[src/rtl/mul_pkg.sv]
// mul_pkg: op encodings, FSM states and op-class helpers for the iterative multiplier.
package mul_pkg;
  localparam logic [2:0] OP_MUL   = 3'b100;
  localparam logic [2:0] OP_UMULL = 3'b101;
  localparam logic [2:0] OP_SMULL = 3'b111;
  localparam logic [2:0] OP_RSVD  = 3'b110;

  typedef enum logic [1:0] {IDLE, CALC, FIX, DONE} state_e;

  function automatic logic is_long(input logic [2:0] op);
    return (op == OP_UMULL) || (op == OP_SMULL);
  endfunction

  function automatic logic is_valid_op(input logic [2:0] op);
    return (op == OP_MUL) || is_long(op);
  endfunction
endpackage

[src/rtl/mul_shift_add_step.sv]
// mul_shift_add_step: one radix-2 iteration, add multiplicand into the upper half then shift right.
module mul_shift_add_step #(
  parameter int WIDTH = 32
) (
  input  logic [2*WIDTH-1:0] prod_i,
  input  logic [WIDTH-1:0]   mcand_i,
  input  logic [WIDTH-1:0]   mplier_i,
  output logic [2*WIDTH-1:0] prod_o,
  output logic [WIDTH-1:0]   mplier_o
);
  logic [WIDTH:0] sum;

  assign sum      = {1'b0, prod_i[2*WIDTH-1:WIDTH]} + {1'b0, mcand_i & {WIDTH{mplier_i[0]}}};
  assign prod_o   = {sum, prod_i[WIDTH-1:1]};
  assign mplier_o = mplier_i >> 1;
endmodule

[src/rtl/iter_mul_unit.sv]
// iter_mul_unit: multi-cycle MUL/UMULL/SMULL/UMLAL/SMLAL with valid/ready handshakes and NZ flags.
module iter_mul_unit
  import mul_pkg::*;
#(
  parameter int  WIDTH = 32,
  localparam int CNT_W = $clog2(WIDTH + 1)
) (
  input  logic             clk_i,
  input  logic             rst_n_i,
  input  logic             flush_i,
  input  logic             in_valid_i,
  output logic             in_ready_o,
  input  logic [2:0]       op_i,
  input  logic             acc_i,
  input  logic [WIDTH-1:0] a_i,
  input  logic [WIDTH-1:0] b_i,
  input  logic [WIDTH-1:0] acc_lo_i,
  input  logic [WIDTH-1:0] acc_hi_i,
  output logic             out_valid_o,
  input  logic             out_ready_i,
  output logic [WIDTH-1:0] result_lo_o,
  output logic [WIDTH-1:0] result_hi_o,
  output logic [1:0]       flags_o,
  output logic             err_o
);
  state_e             state_q, state_d;
  logic [2:0]         op_q, op_d;
  logic               acc_q, acc_d, neg_q, neg_d, err_pend_q, err_pend_d, err_q, err_d;
  logic [WIDTH-1:0]   mcand_q, mcand_d, mplier_q, mplier_d, lo_q, lo_d, hi_q, hi_d;
  logic [2*WIDTH-1:0] prod_q, prod_d, accv_q, accv_d;
  logic [CNT_W-1:0]   cnt_q, cnt_d;
  logic [1:0]         flags_q, flags_d;

  logic               accept, sgn_in;
  logic [2*WIDTH-1:0] step_prod, fixed, total;
  logic [WIDTH-1:0]   step_mplier, res_lo, res_hi;
  logic               res_n, res_z;

  mul_shift_add_step #(.WIDTH(WIDTH)) u_step (
    .prod_i   (prod_q),
    .mcand_i  (mcand_q),
    .mplier_i (mplier_q),
    .prod_o   (step_prod),
    .mplier_o (step_mplier)
  );

  always_ff @(posedge clk_i or negedge rst_n_i) begin
    if (!rst_n_i) begin
      state_q    <= IDLE;
      op_q       <= '0;
      acc_q      <= 1'b0;
      neg_q      <= 1'b0;
      err_pend_q <= 1'b0;
      mcand_q    <= '0;
      mplier_q   <= '0;
      prod_q     <= '0;
      accv_q     <= '0;
      cnt_q      <= '0;
      lo_q       <= '0;
      hi_q       <= '0;
      flags_q    <= '0;
      err_q      <= 1'b0;
    end else begin
      state_q    <= state_d;
      op_q       <= op_d;
      acc_q      <= acc_d;
      neg_q      <= neg_d;
      err_pend_q <= err_pend_d;
      mcand_q    <= mcand_d;
      mplier_q   <= mplier_d;
      prod_q     <= prod_d;
      accv_q     <= accv_d;
      cnt_q      <= cnt_d;
      lo_q       <= lo_d;
      hi_q       <= hi_d;
      flags_q    <= flags_d;
      err_q      <= err_d;
    end
  end

  always_comb begin
    state_d = state_q;
    case (state_q)
      IDLE:    state_d = in_valid_i ? (is_valid_op(op_i) ? CALC : FIX) : IDLE;
      CALC:    state_d = (cnt_q == CNT_W'(1)) ? FIX : CALC;
      FIX:     state_d = DONE;
      DONE:    state_d = out_ready_i ? IDLE : DONE;
      default: state_d = IDLE;
    endcase
    if (flush_i) state_d = IDLE;
  end

  // Signed operands are converted to magnitudes so the engine only ever runs unsigned.
  assign accept = (state_q == IDLE) && in_valid_i && !flush_i;
  assign sgn_in = (op_i == OP_SMULL);
  assign fixed  = neg_q ? -prod_q : prod_q;
  assign total  = fixed + ((acc_q && is_long(op_q)) ? accv_q : '0);
  assign res_lo = err_pend_q ? '0 : total[WIDTH-1:0];
  assign res_hi = (err_pend_q || !is_long(op_q)) ? '0 : total[2*WIDTH-1:WIDTH];
  assign res_z  = (res_lo == '0) && (res_hi == '0);
  assign res_n  = (op_q == OP_MUL) ? res_lo[WIDTH-1] : (op_q == OP_SMULL) ? res_hi[WIDTH-1] : 1'b0;

  always_comb begin
    op_d       = op_q;
    acc_d      = acc_q;
    neg_d      = neg_q;
    err_pend_d = err_pend_q;
    mcand_d    = mcand_q;
    mplier_d   = mplier_q;
    prod_d     = prod_q;
    accv_d     = accv_q;
    cnt_d      = cnt_q;
    lo_d       = lo_q;
    hi_d       = hi_q;
    flags_d    = flags_q;
    err_d      = err_q;
    if (accept) begin
      op_d       = op_i;
      acc_d      = acc_i;
      neg_d      = sgn_in && (a_i[WIDTH-1] ^ b_i[WIDTH-1]);
      err_pend_d = !is_valid_op(op_i);
      mcand_d    = (sgn_in && a_i[WIDTH-1]) ? -a_i : a_i;
      mplier_d   = (sgn_in && b_i[WIDTH-1]) ? -b_i : b_i;
      prod_d     = '0;
      accv_d     = {acc_hi_i, acc_lo_i};
      cnt_d      = is_valid_op(op_i) ? CNT_W'(WIDTH) : '0;
    end else if (state_q == CALC) begin
      prod_d     = step_prod;
      mplier_d   = step_mplier;
      cnt_d      = cnt_q - CNT_W'(1);
    end else if (state_q == FIX && !flush_i) begin
      lo_d       = res_lo;
      hi_d       = res_hi;
      flags_d    = err_pend_q ? 2'b00 : {res_n, res_z};
      err_d      = err_pend_q;
    end
  end

  always_comb begin
    in_ready_o  = (state_q == IDLE);
    out_valid_o = (state_q == DONE);
    result_lo_o = lo_q;
    result_hi_o = hi_q;
    flags_o     = flags_q;
    err_o       = err_q;
  end
endmodule

[config.mk]
export PLATFORM = sky130hd
export DESIGN_NAME = iter_mul_unit
export DESIGN_NICKNAME = d
export VERILOG_FILES = /design/src/rtl/mul_pkg.sv /design/src/rtl/mul_shift_add_step.sv /design/src/rtl/iter_mul_unit.sv
export SDC_FILE = /design/constraint.sdc
export NUM_CORES = 1
export LEC_CHECK = 0
export CORE_ASPECT_RATIO = 1.75
export CORE_MARGIN = 2
export CORE_UTILIZATION = 45
export CTS_BUF_LIST = sky130_fd_sc_hd__clkbuf_2
export CTS_CLUSTER_SIZE = 10
export DETAILED_ROUTE_END_ITERATION = 8
export PLACE_DENSITY_LB_ADDON = 0.3
export SETUP_SLACK_MARGIN = 0.1
export SLEW_MARGIN = 20
export SYNTH_ARGS = -nofsm -noshare
export SYNTH_HDL_FRONTEND = slang
export SYNTH_SLANG_ARGS = --single-unit
[constraint.sdc]
create_clock -name clk_i -period 7.65 [get_ports clk_i]
set_input_delay 1.53 -clock clk_i [delete_from_list [all_inputs] [get_ports clk_i]]
set_output_delay 1.53 -clock clk_i [all_outputs]
set_load 0.02 [all_outputs]
==> After elaboration in Yosys (flattened, before gate mapping) <==
Index checks and enable logic that the tools add are counted.
W data, S select, Z words.
{ "totals": {"ramBits": 0, "n_memories": 0, "word_cells": 76, "out_inout_bits": 69, "input_bits": 137, "reg_bits": 273, "latchBits": 0, "mem_bits_ro": 0} }
{ "classes": {"bitwise": 4, "eq_ne": 10, "mul": 0, "muxes": 22, "order_cmp": 0, "n_div": 0, "addsub": 6, "n_reduce_logical": 20, "shift": 0} }
{ "ops": {"columns": ["operator", "count"], "rows": [
  ["$mux W64", 4],
  ["$mux W32", 6],
  ["$add A64 B64 Y64", 1],
  ["$logic_not A32 Y1", 2],
  ["$neg A32 Y32", 2],
  ["$neg A64 Y64", 1],
  ["$add A32 B32 Y33", 1],
  ["$and A32 B32 Y32", 1],
  ["$eq A3 B3 Y1 const B", 6],
  ["$mux W6", 3],
  ["$mux W2", 6],
  ["$logic_and A1 B1 Y1", 8],
  ["$pmux W2 S4", 1],
  ["$eq A6 B1 Y1 const B", 1],
  ["$sub A6 B1 Y6 const B", 1],
  ["$eq A2 B2 Y1 const B", 2],
  ["$logic_or A1 B1 Y1", 4],
  ["$logic_not A1 Y1", 3],
  ["$reduce_and A3 Y1", 1],
  ["$eq A2 B1 Y1 const B", 1],
  ["$logic_not A2 Y1", 1],
  ["$mux W1", 2],
  ["$not A1 Y1", 2],
  ["$reduce_bool A2 Y1", 1],
  ["$xor A1 B1 Y1", 1]
]} }

==> Longest topological paths before layout <==
{ "depth": {"ltp_word": 9, "ltp_mapped": 24, "mapped_depth_nobuf": 23} }

==> By module <==
A second synthesis with hierarchy kept.
{ "unflattened": {"hier_cells": 2658, "hier_area_um2": 20601.0} }
{ "modules_own_cells": {"columns": ["mod", "n_inst", "seq_area_each_um2", "area_per_inst_um2", "cells_per_inst"], "rows": [
  ["iter_mul_unit", 1, 6831.6, 18134.9, 2304],
  ["mul_shift_add_step", 1, 0.0, 2466.1, 354]
]} }

==> Worst setup path before layout <==
OpenSTA, ideal clock, no wires.
{ "synth_path": {"kind": "register to register", "from": "register prod_q[4]", "to": "register flags_q[0], in the netlist flags_o[0]", "slack_ns": 2.311, "n_path_buf": 1, "setup_ns": 0.092, "t_required_ns": 7.558, "t_arrival_ns": 5.247, "stages_incl_launch_ff": 24, "period_less_slack_ns": 5.339, "cell_sequence": "dfrtp_1 -> or3_1 -> or3_4 -> nor2_1 -> nand2_1 -> nand4b_1 -> or4_1 -> or2_2 -> o21ai_0 -> xnor2_1 -> ha_1 -> clkbuf_1 -> nand4_1 -> nor4_1 -> nand2_1 -> a21oi_1 -> a211oi_1 -> o41ai_1 -> a21oi_1 -> o21bai_1 -> a21oi_1 -> xnor2_1 -> o31a_1 -> o31ai_2"} }
{ "synth_between": {"elab_chain_len": 7, "word_cells_on_any_way": 9, "cone_classes": "add/sub: 2; mux: 4; reduce/logical: 3"} }
{ "synth_rtl": {"columns": ["item", "line", "source"], "rows": [
  ["start, declared", "iter_mul_unit.sv:30", "logic [2*WIDTH-1:0] prod_q, prod_d, accv_q, accv_d;"],
  ["start signal, assigned", "iter_mul_unit.sv:71", "prod_q <= prod_d;"],
  ["$neg A64 Y64", "iter_mul_unit.sv:96", "assign fixed = neg_q ? -prod_q : prod_q;"],
  ["$mux W64 (*)", "iter_mul_unit.sv:96", null],
  ["$add A64 B64 Y64 (*)", "iter_mul_unit.sv:97", "assign total = fixed + ((acc_q && is_long(op_q)) ? accv_q : '0);"],
  ["$mux W32 (on tied branches)", "iter_mul_unit.sv:98, iter_mul_unit.sv:99", null],
  ["$logic_not A32 Y1", "iter_mul_unit.sv:100", "assign res_z = (res_lo == '0) && (res_hi == '0);"],
  ["$logic_and A1 B1 Y1 (*)", "iter_mul_unit.sv:100", null],
  ["$mux W2 (*)", "iter_mul_unit.sv:134", "flags_d = err_pend_q ? 2'b00 : {res_n, res_z};"],
  ["end signal, assigned", "iter_mul_unit.sv:76", "flags_q <= flags_d;"],
  ["end, declared", "iter_mul_unit.sv:32", "logic [1:0] flags_q, flags_d;"]
]} }
Every way passes the cells marked *; elsewhere a longest branch is shown, timed or not.
A chain may end at the register's enable or synchronous reset.

==> Worst setup path in the final report <==
Ends and elaborated chain as after synthesis.

==> results.cfg <==
[outcome]
status = finished clean

[synth]
syn-num-nets = 2622
syn_inst = 2383
ys.flop_type = dfrtp_1
synth.area.top_cells = dfrtp_1 (35%), nand2_1 (9.4%), ha_1 (6.4%)
synth_edf_count = 0
async_flop_share = 1.00
yosysMostFrequentCell = nand2_1
yosys.cell_types.count = 83
ys_seq_area_frac = 0.352
ys_ff_latch = 273
yosys-top-cells-count = nand2_1 (485), dfrtp_1 (273), o21ai_0 (234)
syn_area_um2 = 19400
yosys_warnings = 0
synth_largest_area_cell = dfrtp_1
syn-mean-instance-area_um2 = 8.16
yosysTopAreaCellShare = 0.352

[clocking]
cts_hold_buf = 0
htreeDepth = 3
cts_sinks = 273
path_clk_slew_ps = 100
cts_setup_buffers = 0
cts_tree = built
cts_buffers = 66
insertion_delay_ps = 990
cts_resized = 0
cts_max_path_buffers = 3
cts-root-buf = clkbuf_2

[placement]
portBuffers = 205
gp_congestion = 0.915
hpwl_mm = 45.0

[timing]
worstMarginPinSlew_ps = 931
finClkSkew_ps = 116
rsz0062_at_grt = false
max_freq_mhz = 156
drv_slew = 0
fin_crit_ps = 6410
whs_ps = 471
hold_viol_final = 0
setup_viol = 0
setup_tns_ps = 0
min_period_over_period = 0.838
relSlewSlack = 0.379

[power_and_ir_drop]
max-vdd-ir-drop_mv = 0.100
p_per_area_nw_per_um2 = 243
p_leak_nw = 10.1

[setup_path]
cp_common_cell = nand4_1
setup.worst_path.start_class = flop
required_ps = 8510
critPathSlowestCell = or4_1
cp.arrival_ps = 7280
crit_fanout = 8
endpoint_kind = flop
criticalPathCategory = reg2reg
crit_chain = or3_1 -> or3_4 -> nor2_1 -> nand2_1 -> nand4b_1 -> or4_1 -> or2_2 -> o21ai_0 -> xnor2_1 -> ha_1 -> and4_1 -> nand3_1 -> nor3_1 -> o311a_1 -> and3b_1 -> mux2i_1 -> a2111oi_0 -> nand4_1 -> nor4b_2 -> nand4_1 -> o31ai_2
max_stage_delay_ps = 530

[layout]
drive_above_1_share = 0.0601
syn2layout_area_growth_pct = 15.4
nNetsFinal = 2774

[routing]
wl_per_cell_um = 18.5
drtIter0Drc = 1104
dr.pass1.iters = 5
viasPerCell = 5.74
vias = 18100
wl_mm = 58.2
postRouteAntennaNets = 0
drc = 0

[min_path]
hp-class = reg2reg

[global_routing]
track_usage = 0.257
overflow = 0
grt_max_degree = 127
antenna_found_initial = 2
grt_pass1_wl_mm = 93.1
grt_pass1_vias = 18000

[die]
ios = 206
start_util = 0.457
dieArea_um2 = 44900
core.rowCount = 100
die_height_um = 279
dieWidth_um = 161
core_um2 = 42500

[run]
maxCapViolations = 0
final timing paths:
check	start	end	slack, ps	cells after the start
max	prod_q[4]	flags_o[0]	1240	21
min	accv_q[55]	accv_q[55]	470	2
max reg2reg	prod_q[4]	flags_o[0]	1240	21
min reg2reg	accv_q[55]	accv_q[55]	470	2
max in group asynchronous	rst_n_i	result_hi_o[14]	5720	2
min in group asynchronous	rst_n_i	mplier_q[11]	520	1
sequential cells by signal, indices dropped and copies added, names as in the netlist, 3 cells and up:
register and flops:
prod_q 64, accv_q 64, mcand_q 32, op_q 3
result_lo_o 32, cnt_q 6, result_hi_o 32, mplier_q 32
cell type report:
cell class | count | area [um2]
fillers | 4102 | 20100
multi-input cells | 1927 | 11900
flip-flops and latches | 273 | 6830
repair buffers | 220 | 2190
well taps | 561 | 702
clock buffers | 93 | 465
inverters | 47 | 176
clock inverters | 20 | 111
diodes | 3 | 7.51
stage by stage:
stage,util,instance area [um2],cells,total power [mW],setup slack [ps]
global placement,0.513,21800,3027,4.45,1380
detailed placement,0.513,21800,3027,4.51,1280
finish,0.527,22400,3144,5.46,1240
global route,0.527,22400,3144,5.87,875
floorplan,-,19400,2383,3.67,2310
CTS,0.526,22400,3140,5.50,1230
placed cells by master, fill, tap and decap left out, types with 93 or more instances in the layout:
cell / count
xnor2_1: 134
and2_1: 103
a21oi_1: 114
dfrtp_1: 273
clkdlybuf4s50_1: 204
nor2_1: 94
clkbuf_2: 93
ha_1: 100
o21ai_0: 234
nand2_1: 484
power by group:
group	leakage [nW]	internal [mW]	switching, mW	total [mW]
Combinational	6.05	0.944	1.41	2.35
Clock	0.435	0.359	0.605	0.964
Sequential	3.57	1.80	0.340	2.14
layer usage:
| metal | global-route usage | part of all wire | up-vias |
|---|---|---|---|
| met5 | 0 | 0 | - |
| met4 | 0.132 | 0.048 | 0 |
| met3 | 0.0300 | 0.041 | 143 |
| met2 | 0.459 | 0.50 | 546 |
| met1 | 0.303 | 0.41 | 8592 |
| li1 | - | - | 8773 |
critical path: cells and delay by family (launching register included):
family / cells / cell delay (ps)
AOI/OAI and AO/OA: 4 / 1170
muxes: 1 / 160
and+or+nand+nor: 14 / 3980
adders and majority gates: 1 / 470
DFF: 1 / 440
xor gates and xnor gates: 1 / 110
logic make-up after synthesis:
kind of cell	after synthesis	share of synthesized area
simple gates	942	0.229
compound gates	673	0.221
flops	273	0.352
xor+xnor	203	0.0919
buf+inv	183	0.0361
fa+ha+maj	102	0.0664
mux	7	0.00380
No activity file was read; power rests on OpenSTA's default activity.
